`src/rtl/paint_cursor.sv`:
```
// Joystick-driven paint cursor: moves a cursor over a 160x120 canvas and issues
// framebuffer writes for painting, erasing and clearing the whole canvas.
module paint_cursor #(
    parameter int STEP_DIV = 2000000,
    parameter int DEAD     = 64,
    parameter int FAST     = 320
) (
    input  logic        clk,
    input  logic        clr,
    input  logic        jstk_valid,
    input  logic [9:0]  jstk_x,
    input  logic [9:0]  jstk_y,
    input  logic [2:0]  btn,
    input  logic [2:0]  sw,
    input  logic        wr_ready,
    output logic [7:0]  cur_x,
    output logic [6:0]  cur_y,
    output logic        wr_en,
    output logic [14:0] wr_addr,
    output logic [2:0]  wr_data,
    output logic        busy
);

    localparam int CW = $clog2(STEP_DIV);
    localparam logic [CW-1:0] CNT_LAST  = CW'(STEP_DIV - 1);
    localparam logic [14:0]   LAST_ADDR = 15'd19199;

    typedef enum logic [1:0] {IDLE, PAINT, CLEAR} state_t;

    state_t        state, state_n;
    logic [CW-1:0] cnt;
    logic          tick;
    logic [9:0]    sample_x, sample_y;
    logic          btn2_prev, btn2_edge;
    logic          tick_pend, tick_pend_n;
    logic          clr_pend, clr_pend_n;
    logic [7:0]    cur_x_n, move_x;
    logic [6:0]    cur_y_n, move_y;
    logic [14:0]   paint_addr;
    logic          wr_en_n, busy_n;
    logic [14:0]   wr_addr_n;
    logic [2:0]    wr_data_n;
    int            mx, my;

    // Signed step for one axis: positive when the stick is above centre.
    function automatic int step_of(input logic [9:0] s);
        int v;
        int r;
        v = int'(s);
        if (v > 512 + FAST)      r = 2;
        else if (v > 512 + DEAD) r = 1;
        else if (v < 512 - FAST) r = -2;
        else if (v < 512 - DEAD) r = -1;
        else                     r = 0;
        return r;
    endfunction

    function automatic int clamp(input int v, input int hi);
        int r;
        if (v < 0)       r = 0;
        else if (v > hi) r = hi;
        else             r = v;
        return r;
    endfunction

    assign tick      = (cnt == CNT_LAST);
    assign btn2_edge = btn[2] & ~btn2_prev;

    // Candidate position after one tick; Y grows downward, so stick-up decrements it.
    always_comb begin
        mx         = clamp(int'(cur_x) + step_of(sample_x), 159);
        my         = clamp(int'(cur_y) - step_of(sample_y), 119);
        move_x     = 8'(mx);
        move_y     = 7'(my);
        paint_addr = 15'(my * 160 + mx);
    end

    always_comb begin
        state_n     = state;
        cur_x_n     = cur_x;
        cur_y_n     = cur_y;
        wr_en_n     = wr_en;
        wr_addr_n   = wr_addr;
        wr_data_n   = wr_data;
        busy_n      = busy;
        tick_pend_n = tick_pend;
        clr_pend_n  = clr_pend;
        case (state)
            IDLE: begin
                wr_en_n = 1'b0;
                busy_n  = 1'b0;
                // A pending or fresh clear wins over a tick; the tick waits for the next IDLE.
                if (clr_pend || btn2_edge) begin
                    state_n     = CLEAR;
                    clr_pend_n  = 1'b0;
                    tick_pend_n = tick | tick_pend;
                    busy_n      = 1'b1;
                    wr_en_n     = 1'b1;
                    wr_addr_n   = '0;
                    wr_data_n   = 3'b000;
                end else if (tick || tick_pend) begin
                    tick_pend_n = 1'b0;
                    cur_x_n     = move_x;
                    cur_y_n     = move_y;
                    if (btn[1] || btn[0]) begin
                        state_n   = PAINT;
                        wr_en_n   = 1'b1;
                        wr_addr_n = paint_addr;
                        wr_data_n = btn[1] ? 3'b000 : sw;
                    end
                end
            end
            PAINT: begin
                tick_pend_n = tick_pend | tick;
                clr_pend_n  = clr_pend | btn2_edge;
                if (wr_ready) begin
                    wr_en_n = 1'b0;
                    state_n = IDLE;
                end
            end
            CLEAR: begin
                tick_pend_n = tick_pend | tick;
                if (wr_ready) begin
                    if (wr_addr == LAST_ADDR) begin
                        state_n = IDLE;
                        wr_en_n = 1'b0;
                        busy_n  = 1'b0;
                    end else begin
                        wr_addr_n = wr_addr + 15'd1;
                    end
                end
            end
            default: begin
                state_n = IDLE;
                wr_en_n = 1'b0;
                busy_n  = 1'b0;
            end
        endcase
    end

    // btn2_prev resets high so a button held through reset cannot start a clear.
    always_ff @(posedge clk) begin
        if (clr) begin
            state     <= IDLE;
            cur_x     <= 8'd80;
            cur_y     <= 7'd60;
            wr_en     <= 1'b0;
            wr_addr   <= '0;
            wr_data   <= 3'b000;
            busy      <= 1'b0;
            sample_x  <= 10'd512;
            sample_y  <= 10'd512;
            cnt       <= '0;
            tick_pend <= 1'b0;
            clr_pend  <= 1'b0;
            btn2_prev <= 1'b1;
        end else begin
            state     <= state_n;
            cur_x     <= cur_x_n;
            cur_y     <= cur_y_n;
            wr_en     <= wr_en_n;
            wr_addr   <= wr_addr_n;
            wr_data   <= wr_data_n;
            busy      <= busy_n;
            tick_pend <= tick_pend_n;
            clr_pend  <= clr_pend_n;
            btn2_prev <= btn[2];
            if (jstk_valid) begin
                sample_x <= jstk_x;
                sample_y <= jstk_y;
            end
            if (tick) cnt <= '0;
            else      cnt <= cnt + 1'b1;
        end
    end

endmodule

```
`config.mk`:
```
export PLATFORM = sky130hd
export DESIGN_NAME = paint_cursor
export DESIGN_NICKNAME = d
export VERILOG_FILES = /design/src/rtl/paint_cursor.sv
export SDC_FILE = /design/constraint.sdc
export NUM_CORES = 1
export LEC_CHECK = 0
export ABC_AREA = 1
export CELL_PAD_IN_SITES_DETAIL_PLACEMENT = 2
export CELL_PAD_IN_SITES_GLOBAL_PLACEMENT = 2
export CORE_ASPECT_RATIO = 0.9
export CORE_MARGIN = 2
export CORE_UTILIZATION = 34
export DETAILED_ROUTE_END_ITERATION = 6
export HOLD_SLACK_MARGIN = 0.08
export PLACE_DENSITY = 0.95
export SYNTH_ARGS = -nofsm -noshare
export SYNTH_HDL_FRONTEND = slang
export SYNTH_SLANG_ARGS = --single-unit
```
`constraint.sdc`:
```
create_clock -name clk -period 9.3 [get_ports clk]
set_input_delay 1.86 -clock clk [delete_from_list [all_inputs] [get_ports clk]]
set_output_delay 1.86 -clock clk [all_outputs]
set_load 0.1 [all_outputs]
```
==> results of run 1 <==
## per-stage QoR
stage,worst slack [ns],util [%],power (mW),hold slack (ns),instance area (µm²)
3_3_place_gp,3.251,39.71,1.153,0.4303,6972
6_report,1.984,41.50,1.672,0.4473,7284
4_1_cts,2.035,41.50,1.647,0.4529,7284
5_1_grt,1.492,41.50,1.747,0.4753,7284
2_1_floorplan,3.632,-,0.9888,0.4175,6103
3_5_place_dp,2.533,39.71,1.211,0.4391,6972
## path summary, 6_finish.rpt
check / end / slack, ns / cells after the start
worst max register to register: wr_addr[13] / 1.98 / 33
worst min register to register: cnt[0] / 0.45 / 1
worst max-delay path: wr_addr[13] / 1.98 / 33
worst min-delay path: cnt[0] / 0.45 / 1
## power by group
group	switching, mW	internal, mW	total [mW]
clock	0.164	0.235	0.400
sequential	0.0449	0.382	0.427
combinational	0.610	0.236	0.846
## layout by cell type (no fill, tap or decap), types with 4 or more instances in the layout
master / synthesis / final
sky130_fd_sc_hd__nor2_2: 6 / 6
sky130_fd_sc_hd__nor2_4: 4 / 4
sky130_fd_sc_hd__ha_1: 62 / 62
sky130_fd_sc_hd__nand2_2: 10 / 10
sky130_fd_sc_hd__nand2_1: 199 / 199
sky130_fd_sc_hd__nand4_1: 19 / 19
sky130_fd_sc_hd__a21oi_1: 72 / 72
sky130_fd_sc_hd__nor3_1: 12 / 12
sky130_fd_sc_hd__inv_1: 122 / 122
sky130_fd_sc_hd__inv_2: 7 / 7
sky130_fd_sc_hd__fa_1: 4 / 4
sky130_fd_sc_hd__nand3b_1: 4 / 4
sky130_fd_sc_hd__dfxtp_1: 81 / 81
sky130_fd_sc_hd__xnor2_1: 5 / 5
sky130_fd_sc_hd__or2_2: 5 / 5
sky130_fd_sc_hd__nor2_1: 107 / 107
sky130_fd_sc_hd__conb_1: 1 / 8
sky130_fd_sc_hd__clkdlybuf4s50_1: 0 / 64
sky130_fd_sc_hd__clkbuf_16: 0 / 9
sky130_fd_sc_hd__o31ai_1: 5 / 5
sky130_fd_sc_hd__xor2_1: 16 / 16
sky130_fd_sc_hd__o21ai_0: 58 / 58
sky130_fd_sc_hd__nand3_1: 57 / 57
sky130_fd_sc_hd__nor4_1: 6 / 6
## kinds of logic after synthesis
logic type	Yosys count	synth area share [%]
other	1	0.06171
AO/OA/AOI/OAI	152	13.71
adder cells (fa/ha/maj)	66	14.08
flip-flops	81	26.68
XOR/XNOR	21	3.026
AND/OR/NAND/NOR	445	32.90
buffers and inverters	152	9.533
## per-layer routing
| metal | wire length [µm] | share of wire [%] |
|---|---|---|
| met5 | 0 | 0 |
| met4 | 1049 | 4.1 |
| met3 | 997 | 3.9 |
| met2 | 13120 | 51 |
| met1 | 10590 | 41 |
## cell type report
type	count	area, µm²	area share, %
clock buffers	11	232.7	3.195
clock inverters	5	80.08	1.099
inverters	131	491.7	6.750
multi-input cells	692	3902	53.57
flip-flops and latches	81	1622	22.26
well taps	240	300.3	4.122
repair buffers	66	655.6	9.000
## flip-flops by register name, indices dropped and copies added, names as in the netlist
name	flops
btn2_prev	1
busy	1
clr_pend	1
cnt	21
cur_x	8
cur_y	7
sample_x	10
sample_y	10
state	2
tick_pend	1
wr_addr	15
wr_data	3
wr_en	1
## cell usage after synthesis, drive strengths merged, types with 2 or more instances
cell type    n
xnor2        5
nor3        15
clkinv       2
nor2       117
a31oi        3
o211ai       2
nand2      210
buf          4
o31ai        5
o21bai       2
o21ai       60
or2          6
and2         2
nor4         6
a21oi       74
and3         2
xor2        16
nand4       19
nand3b       4
fa           4
nand3       61
dfxtp       81
a22oi        2
nor3b        3
clkbuf      17
ha          62
inv        129
==> metrics.md, run 1 <==
| Metric | Value |
|---|---|
| Remaining number of nets flagged by the antenna check after routing | `0` |
| Number of global-route vias before repair | `roughly 7600` |
| Startpoint of the worst setup timing path | `sample_y[8]` |
| Worst Setup Start Kind | `register` |
| Clock root buffer | `sky130_fd_sc_hd__clkbuf_16` |
| Biggest area consumer among synthesized cells | `sky130_fd_sc_hd__dfxtp_1` |
| Most used flip-flop cell after synthesis | `sky130_fd_sc_hd__dfxtp_1` |
| Number of unique standard cell types used by synthesis | `47` |
| Vias after detailed routing | `between 6000 and 7000` |
| Maximum number of pins on one net before global-route repair | `47` |
| WL/cell | `between 20 and 25 µm` |
| Met1 GRT Util | `30.74%` |
| Unrepaired setup endpoints after global routing | `false` |
| Power Density | `229.5 mW/mm²` |
| Max-cap viol count | `0` |
| Crit. End Element | `register` |
| Most common cell on crit path | `sky130_fd_sc_hd__nand2_1` |
| Worst Max-Slew Pin Slew | `between 1 and 1.5 ns` |
| Non-filler cells in the finished layout | `between 1000 and 1500` |
| Most heavily used metal layer in global routing | `met2` |
| Number of synthesized register bits | `a little over 80` |
| Fraction of post-synthesis cell area in the top cell type by area | `a little over a quarter` |
| Sequential area share after synthesis | `a little over a quarter` |
| Final count of pins violating max slew | `0` |
| Number of optimization iterations in the first detailed-route pass | `4` |
| Number of warnings reported in the yosys synthesis log | `0` |
| Number of flops mapped to enable cells by yosys | `0` |
| Fraction of layout instances using a drive strength above 1 | `slightly above 6%` |
| Layout-stage area growth over the synthesis result | `19.87%` |
| Average cell area after synthesis | `around 6.6 µm²` |
| First-iteration detailed-routing DRC count | `roughly 270` |
| Area of the mapped netlist | `approximately 0.006 mm²` |
| Insertion delay to the later sink of the worst-skew pair | `between 0.3 and 0.4 ns` |
| Shortest clock period the worst path allows after layout | `roughly 7.3 ns` |
| CTS max path bufs | `2` |
| WP buf/inv | `4` |
| Outcome | `finished, final reports clean` |
| Post-route fraction of the period consumed by the critical path | `between 70% and 80%` |
| Placer's final routability congestion estimate | `~0.84` |
| Launch instance of the worst register-to-register path | `sample_y[8]` |
| Number of placed cells counting well taps | `between 1000 and 1500` |
| Estimated wirelength of the detail-placed design | `18.04 mm` |
| Count of final setup violators | `0` |
| H-Tree Level Count | `3` |
| Wirelength, routed | `between 20 and 30 mm` |
| Top area cells in the synthesized netlist | `sky130_fd_sc_hd__dfxtp_1 (27%), sky130_fd_sc_hd__ha_1 (13%), sky130_fd_sc_hd__nand2_1 (12%)` |
| Number of rows created at floorplan | `46` |
| First-pass GRT wire length | `40.85 mm` |
| Routed vias/inst | `approximately 5.4` |
| Nets | `around 1100` |
| Met2 global-route usage | `a little over half` |
| Relative max-transition margin | `roughly a third` |
| Static leakage power | `about 3.3 nW` |
| CP Data Required Time | `approximately 9.6 ns` |
| Summed negative setup slack over all endpoints | `0 ns` |
| Antenna Diode Count | `0` |
| Area of the die | `between 0.015 and 0.02 mm²` |
| Number of endpoints with negative hold slack in the final report | `0` |
| Count of instances resized after the clock tree is built | `0` |
| Die X-Extent | `roughly 140 µm` |
| Max stage delay on crit path | `about 0.56 ns` |
| Maximum resistive drop on vdd | `about 0.11 mV` |
| Critical path's slowest cell | `sky130_fd_sc_hd__o21ai_4` |
| Core region area | `about 0.018 mm²` |
| Global router's overall resource usage | `27.53%` |
| Postcts setup bufs | `0` |
| Worst Clk Skew | `roughly 0.011 ns` |
| Number of buffers inserted by hold repair at cts | `0` |
| I/O pins | `65` |
| Clock tree sinks | `just over 80` |
| Largest fanout on the critical path | `22` |
| DRC violations left | `0` |
| Signal arrival time at the worst endpoint | `about 7.6 ns` |
| Die height | `around 130 µm` |
| Global-route track usage on met3 | `under 10%` |
| Sum of overflow across all layers after global routing | `0` |
| Worst path top cell family by delay | `simple AND/OR/NAND/NOR gates` |
| Clock-pin slew of the registers on the worst-case setup and hold paths | `~0.06 ns` |
| Fmax achieved | `between 100 and 150 MHz` |
| Startpoint-to-endpoint class of the critical path | `reg2reg` |
| Layout filler cell count | `roughly 2100` |
| Number of instances in the synthesized netlist | `roughly 900` |
| Clock tree from TritonCTS | `built` |
| Clock buffers created by TritonCTS | `9` |
| Starting Density | `between 30% and 40%` |
| Number of buffers added on ports | `64` |
| Ys async rst share | `0%` |
| Antenna violations before repair | `0` |
| Startpoint of the most critical hold path | `cnt[0]` |
| Class of the most critical hold timing path | `reg2reg` |
(Power assumes the default switching activity.)
==> run 2, diff against run 1 <==
CORE_UTILIZATION = 29   (was 34)
PLACE_DENSITY = 0.87   (was 0.95)
clock period = 6.03 ns   (was 9.3 ns; I/O delays follow)
==> metrics.md, run 2 (synthesis gave the netlist of run 1 again) <==
| Metric | Value |
|---|---|
| Outcome | `finished, violations left` |
| Violated checks | `setup timing` |
| Flop2flop setup slack | `-0.62 ns (-2.60 ns)` |
| Vias after detailed routing | `7011 (+5.1%)` |
| Length in cells of the worst reg-to-reg path | `42 (+27%)` |
| Layout-stage area growth over the synthesis result | `30.35%` |
| Hold Path Stages | `1 (unchanged)` |
| Post-route fraction of the period consumed by the critical path | `110.3% (+32 points)` |
| Area of the die | `0.02213 mm² (+17%)` |
| WL/cell | `23.11 µm (+10%)` |
| Wirelength, routed | `30.06 mm (+17%)` |
| Worst hold endpoint | `cnt[0]` |
| Global router's overall resource usage | `23.52% (-4.0 points)` |
| Most flops, register | `cnt` |
| Estimated wirelength of the detail-placed design | `16.54 mm (-8.3%)` |
| Largest registers ranked by flip-flop count | `cnt (21), wr_addr (15)` |
| Total power | `2.924 mW (+75%)` |
| Insertion delay to the later sink of the worst-skew pair | `0.38 ns (+0.02 ns)` |
| Critical path's slowest cell | `sky130_fd_sc_hd__fa_2` |
| Max-cap viol count | `0 (unchanged)` |
| Startpoint-to-endpoint class of the critical path | `reg2reg` |
| Most common cell on crit path | `sky130_fd_sc_hd__nand2_1` |
| Placer's final routability congestion estimate | `0.8209 (-2.5%)` |
| Final worst-path setup slack | `-0.6209 ns (-2.605 ns)` |
| Maximum resistive drop on vdd | `0.1614 mV (+41%)` |
| Remaining number of nets flagged by the antenna check after routing | `0 (unchanged)` |
| Shortest clock period the worst path allows after layout | `6.651 ns (-0.6652 ns)` |
| Setup Slack @ Placement | `-0.3857 ns (-2.919 ns)` |
| Sum of overflow across all layers after global routing | `0 (unchanged)` |
| Most common cell after layout, fill and taps aside | `sky130_fd_sc_hd__nand2_1` |
| Fmax achieved | `150.4 MHz (+10%)` |
| Clock buffers created by TritonCTS | `9 (unchanged)` |
| Relative max-transition margin | `30.22% (-1.2 points)` |
| Number of endpoints with negative hold slack in the final report | `0 (unchanged)` |
| Nets | `1107 (+2.8%)` |
| Clock tree from TritonCTS | `built` |
| Unrepaired setup endpoints after global routing | `true` |
| Die X-Extent | `156.6 µm (+8.0%)` |
| Global-route track usage on met3 | `4.673% (+0.61 points)` |
| Most used cells in the layout excluding fill and tap cells | `sky130_fd_sc_hd__nand2_1 (186), sky130_fd_sc_hd__inv_1 (117), sky130_fd_sc_hd__nor2_1 (103)` |
| Worst Clk Skew | `0.01536 ns (+0.004146 ns)` |
| Max stage delay on crit path | `0.38 ns (-0.18 ns)` |
| Static leakage power | `3.476 nW (+4.7%)` |
| Fraction of layout instances using a drive strength above 1 | `14.88% (+8.7 points)` |
| DRC violations left | `0 (unchanged)` |
| Antenna Diode Count | `0 (unchanged)` |
| Antenna violations before repair | `0 (unchanged)` |
| Launch instance of the worst register-to-register path | `sample_y[3]` |
| Met2 global-route usage | `42.20% (-9.8 points)` |
| Worst Max-Slew Pin Slew | `1.043 ns (+0.01858 ns)` |
| Class of the most critical hold timing path | `reg2reg` |
| Number of buffers added on ports | `64 (unchanged)` |
| H-Tree Level Count | `3 (unchanged)` |
| First-pass GRT wire length | `40.52 mm (-0.81%)` |
| Crit. End Element | `register` |
| CTS max path bufs | `2 (unchanged)` |
| Clock root buffer | `sky130_fd_sc_hd__clkbuf_16` |
| Clock-pin slew of the registers on the worst-case setup and hold paths | `0.08 ns (+0.02 ns)` |
| Starting Density | `29.35% (-5.3 points)` |
| Number of buffers inserted by hold repair at cts | `0 (unchanged)` |
| Number of flip-flops in the largest register | `21 (unchanged)` |
| Most heavily used metal layer in global routing | `met2` |
| Core region area | `0.02071 mm² (+18%)` |
| Met1 GRT Util | `25.99% (-4.7 points)` |
| Power Density | `369.1 mW/mm² (+61%)` |
| First-iteration detailed-routing DRC count | `447 (+69%)` |
| End of the worst register-to-register path | `wr_addr[14]` |
| Startpoint of the most critical hold path | `cnt[0]` |
| Signal arrival time at the worst endpoint | `6.97 ns (-0.63 ns)` |
| Number of global-route vias before repair | `7551 (-0.36%)` |
| Routed vias/inst | `5.389 (-0.96%)` |
| Worst Setup Start Kind | `register` |
| Number of rows created at floorplan | `50 (+8.7%)` |
| Number of optimization iterations in the first detailed-route pass | `5 (+1)` |
| I/O pins | `65 (unchanged)` |
| Maximum number of pins on one net before global-route repair | `47 (unchanged)` |
| Die height | `141.3 µm (+8.0%)` |
| Count of final setup violators | `6 (+6)` |
| Largest fanout on the critical path | `6 (-73%)` |
| Final count of pins violating max slew | `0 (unchanged)` |
| Clock tree sinks | `81 (unchanged)` |
| CP Data Required Time | `6.34 ns (-3.24 ns)` |
==> run 2: cell types whose count changed in the layout (fill, tap and decap cells not counted), moves of 5 or more <==
cell                      change
sky130_fd_sc_hd__inv_1        -5
sky130_fd_sc_hd__o21ai_0      -6
sky130_fd_sc_hd__ha_1        -13
sky130_fd_sc_hd__nand2_2     +10
sky130_fd_sc_hd__a21oi_2      +6
sky130_fd_sc_hd__nand2_1     -13
sky130_fd_sc_hd__inv_2        +5
sky130_fd_sc_hd__buf_4       +29
sky130_fd_sc_hd__a21oi_1      -7
sky130_fd_sc_hd__ha_4        +10
==> run 2: worst max-delay path by stage <==
stage / from / end / slack, ns / cells past startpoint
2_1_floorplan: cur_y[0] / wr_addr[14] / 0.36 / 34
3_3_place_gp: sample_y[4] / wr_addr[14] / 0.07 / 42
3_5_place_dp: sample_y[4] / wr_addr[14] / -0.39 / 42
4_1_cts: sample_y[2] / wr_addr[14] / 0.05 / 42
5_1_grt: sample_y[3] / wr_addr[14] / -0.87 / 43
6_report: sample_y[3] / wr_addr[14] / -0.62 / 42
==> run 2: repair_timing <==
action	CTS	global route
setup endpoints to repair	5	7
gates resized for setup	24	61
pin swaps	9	47
setup buffers	10	13
==> run 2: layout make-up <==
class / instances / area, µm²
clock inverter: 3 / 25.02
clock buffer: 12 / 256.5
fill: 2435 / 12790
tap: 286 / 357.8
multi-input combinational: 692 / 4283
timing repair buffer: 96 / 884.6
sequential: 81 / 1623
inverter: 131 / 491.7
==> run 2: layer usage <==
layer	vias up	routed length (µm)
met2	258	15260
met1	3482	11780
met3	107	1428
li1	3164	-
met4	0	1593
met5	-	0
==> run 2: where the power goes <==
group | total [mW] | switching, mW | internal (mW)
sequential | 0.658 | 0.0693 | 0.589
combinational | 1.70 | 1.15 | 0.550
clock | 0.566 | 0.263 | 0.302
==> run 2: worst max-delay path: cells and delay by family, from the launching register on <==
| kind | cells | cell delay [ns] |
|---|---|---|
| AND/OR/NAND/NOR | 20 | 2.37 |
| flip-flops | 1 | 0.32 |
| XOR/XNOR | 3 | 0.53 |
| buffers and inverters | 6 | 0.53 |
| AO/OA/AOI/OAI | 7 | 1.17 |
| adder cells (fa/ha/maj) | 6 | 1.66 |
==> run 2: stage by stage <==
stage | std cells | area (µm²) | setup TNS [ns] | utilization, % | hold slack, ns
2_1_floorplan | 925 | 6103 | 0 | - | 0.4175
3_3_place_gp | 1263 | 7082 | 0 | 34.20 | 0.4323
3_5_place_dp | 1263 | 7082 | -0.7898 | 34.20 | 0.4554
4_1_cts | 1288 | 7542 | 0 | 36.42 | 0.4695
5_1_grt | 1301 | 7921 | -3.901 | 38.25 | 0.5128
6_report | 1301 | 7921 | -2.449 | 38.25 | 0.4822
==> run 3, diff against run 2 <==
CAP_MARGIN = 20   (was default)
SLEW_MARGIN = 30   (was default)
==> metrics.md, run 3 (synthesis gave the netlist of run 1 again) <==
| Metric | Value |
|---|---|
| Outcome | `finished, violations left` |
| Violated checks | `setup timing` |
| Most common cell after layout, fill and taps aside | `sky130_fd_sc_hd__nand2_1` |
| Antenna Diode Count | `0 (unchanged)` |
| Number of global-route vias before repair | `7551 (unchanged)` |
| Worst Clk Skew | `0.02008 ns (+0.004719 ns)` |
| Post-route fraction of the period consumed by the critical path | `110.1% (-0.18 points)` |
| Critical path's slowest cell | `sky130_fd_sc_hd__fa_2` |
| Unrepaired setup endpoints after global routing | `true` |
| Worst Setup Start Kind | `register` |
| Non-filler cells in the finished layout | `1301 (unchanged)` |
| Estimated wirelength of the detail-placed design | `16.54 mm (unchanged)` |
| Sequential fraction of design power | `22.7% (+0.2 points)` |
| Most used cells in the layout excluding fill and tap cells | `sky130_fd_sc_hd__nand2_1 (186), sky130_fd_sc_hd__inv_1 (117), sky130_fd_sc_hd__nor2_1 (103)` |
| Max-cap viol count | `0 (unchanged)` |
| First-iteration detailed-routing DRC count | `378 (-15%)` |
| Relative max-transition margin | `32.68% (+2.5 points)` |
| Largest fanout on the critical path | `6 (unchanged)` |
| Number of optimization iterations in the first detailed-route pass | `5 (unchanged)` |
| Wirelength, routed | `29.56 mm (-1.7%)` |
| Number of buffers added on ports | `64 (unchanged)` |
| Post-Route Hold Slack | `0.4624 ns (-0.01978 ns)` |
| H-Tree Level Count | `3 (unchanged)` |
| CTS max path bufs | `2 (unchanged)` |
| Int Power | `1.440 mW (about the same)` |
| Clock-pin slew of the registers on the worst-case setup and hold paths | `0.08 ns (about the same)` |
| Most flops, register | `cnt` |
| Startpoint-to-endpoint class of the critical path | `reg2reg` |
| Sum of overflow across all layers after global routing | `0 (unchanged)` |
| Number of endpoints with negative hold slack in the final report | `0 (unchanged)` |
| Net switching power | `1.473 mW (-0.67%)` |
| Insertion delay to the later sink of the worst-skew pair | `0.38 ns (about the same)` |
| Die height | `141.3 µm (unchanged)` |
| Logic gate share of total power | `58.0% (about the same)` |
| Number of rows created at floorplan | `50 (unchanged)` |
| Area of the die | `0.02213 mm² (unchanged)` |
| Maximum resistive drop on vdd | `0.1639 mV (+1.6%)` |
| Layout-stage area growth over the synthesis result | `30.18%` |
| WL/cell | `22.72 µm (-1.7%)` |
| Nets | `1107 (unchanged)` |
| CP Data Required Time | `6.34 ns (about the same)` |
| Static leakage power | `3.480 nW (+0.13%)` |
| Total power | `2.914 mW (-0.35%)` |
| Final worst-path setup slack | `-0.6100 ns (+0.01095 ns)` |
| Summed negative setup slack over all endpoints | `-2.010 ns (+0.4397 ns)` |
| Highest metal layer used by the detailed router | `met4` |
| Placer's final routability congestion estimate | `0.8209 (unchanged)` |
| I/O pins | `65 (unchanged)` |
| Shortest clock period the worst path allows after layout | `6.640 ns (-0.01095 ns)` |
| Number of flip-flops in the largest register | `21 (unchanged)` |
| Count of final setup violators | `6 (unchanged)` |
| Signal arrival time at the worst endpoint | `6.95 ns (-0.02 ns)` |
| Final count of pins violating max slew | `0 (unchanged)` |
| Largest registers ranked by flip-flop count | `cnt (21), wr_addr (15)` |
| Routed vias/inst | `5.380 (-0.17%)` |
| Die X-Extent | `156.6 µm (unchanged)` |
| Fmax achieved | `150.6 MHz (+0.16%)` |
| Crit. End Element | `register` |
| Post-layout instance area | `0.007911 mm² (-0.13%)` |
| Power share of the clock group | `19.3% (about the same)` |
| Flop2flop setup slack | `-0.61 ns (about the same)` |
| Antenna violations before repair | `0 (unchanged)` |
| Clock root buffer | `sky130_fd_sc_hd__clkbuf_16` |
| Power Density | `368.3 mW/mm² (-0.23%)` |
| Vias after detailed routing | `6999 (-0.17%)` |
| Number of placed cells counting well taps | `1263 (unchanged)` |
| Clock tree from TritonCTS | `built` |
| Class of the most critical hold timing path | `reg2reg` |
| Remaining number of nets flagged by the antenna check after routing | `0 (unchanged)` |
| Most common cell on crit path | `sky130_fd_sc_hd__nand2_1` |
| Core region area | `0.02071 mm² (unchanged)` |
| Max stage delay on crit path | `0.38 ns (about the same)` |
| First-pass GRT wire length | `40.52 mm (unchanged)` |
| WL met2 | `14.78 mm (-3.2%)` |
| Worst Max-Slew Pin Slew | `1.007 ns (-0.03682 ns)` |
| Maximum number of pins on one net before global-route repair | `47 (unchanged)` |
| Clock tree sinks | `81 (unchanged)` |
| DRC violations left | `0 (unchanged)` |
| Global router's overall resource usage | `23.52% (unchanged)` |
| Starting Density | `29.35% (unchanged)` |
| Switching share of total power | `50.57% (-0.16 points)` |
| Met3 routed WL | `1.312 mm (-8.1%)` |
| Clock buffers created by TritonCTS | `9 (unchanged)` |
| Fraction of layout instances using a drive strength above 1 | `15.07% (+0.20 points)` |
| Area of placed instances | `0.007082 mm² (unchanged)` |
| Wl on met1 | `11.80 mm (+0.15%)` |
## run 3: cell count changes in the layout (fill, tap and decap cells not counted)
cell	before	now
sky130_fd_sc_hd__buf_2	0	2
sky130_fd_sc_hd__clkdlybuf4s50_1	64	62
## run 3: worst paths after layout
check,cells past startpoint,end,startpoint
setup / recovery,41,wr_addr[14],sample_y[3]
setup reg to reg,41,wr_addr[14],sample_y[3]
hold / removal,1,cnt[0],cnt[0]
hold reg to reg,1,cnt[0],cnt[0]
## run 3: layer usage
layer | track usage, % | vias up
met5 | 0 | -
met4 | 13.09 | 0
met3 | 4.673 | 114
met2 | 42.20 | 244
met1 | 25.99 | 3486
li1 | - | 3155
## run 3: cell type report
cell class,count,area [µm²]
clock buffer,12,256.5
clock inverter,3,25.02
fill,2400,12800
inverter,131,491.7
multi-input combinational,692,4283
sequential,81,1623
tap,286,357.8
timing repair buffer,96,874.6
## run 3: what timing repair did
action / CTS / global route
setup buffers: 10 / 13
setup endpoints to repair: 5 / 7
hold buffers: 0 / 0
pin swaps: 9 / 47
gates resized for setup: 24 / 61
## run 3: worst max-delay path, delay by kind of cell (launching register included)
kind | cells | cell delay [ns]
flip-flops | 1 | 0.32
AND/OR/NAND/NOR | 20 | 2.27
adder cells (fa/ha/maj) | 6 | 1.64
buffers and inverters | 6 | 0.76
AO/OA/AOI/OAI | 6 | 1.07
XOR/XNOR | 3 | 0.52
## run 3: power groups by stage
stage,clock (mW),sequential (mW),combinational [mW]
after CTS,0.564,0.652,1.32
after floorplan,0,0.920,0.605
final,0.563,0.660,1.69
after global placement,0,0.658,1.15
after global routing,0.588,0.664,1.77
after detailed placement,0,0.660,1.20
## run 3: through the flow
stage | utilization (%) | setup slack, ns
finish | 38.21 | -0.6100
global route | 38.21 | -0.8692
CTS | 36.42 | 0.05133
detailed placement | 34.20 | -0.3857
global placement | 34.20 | 0.06543
floorplan | - | 0.3620
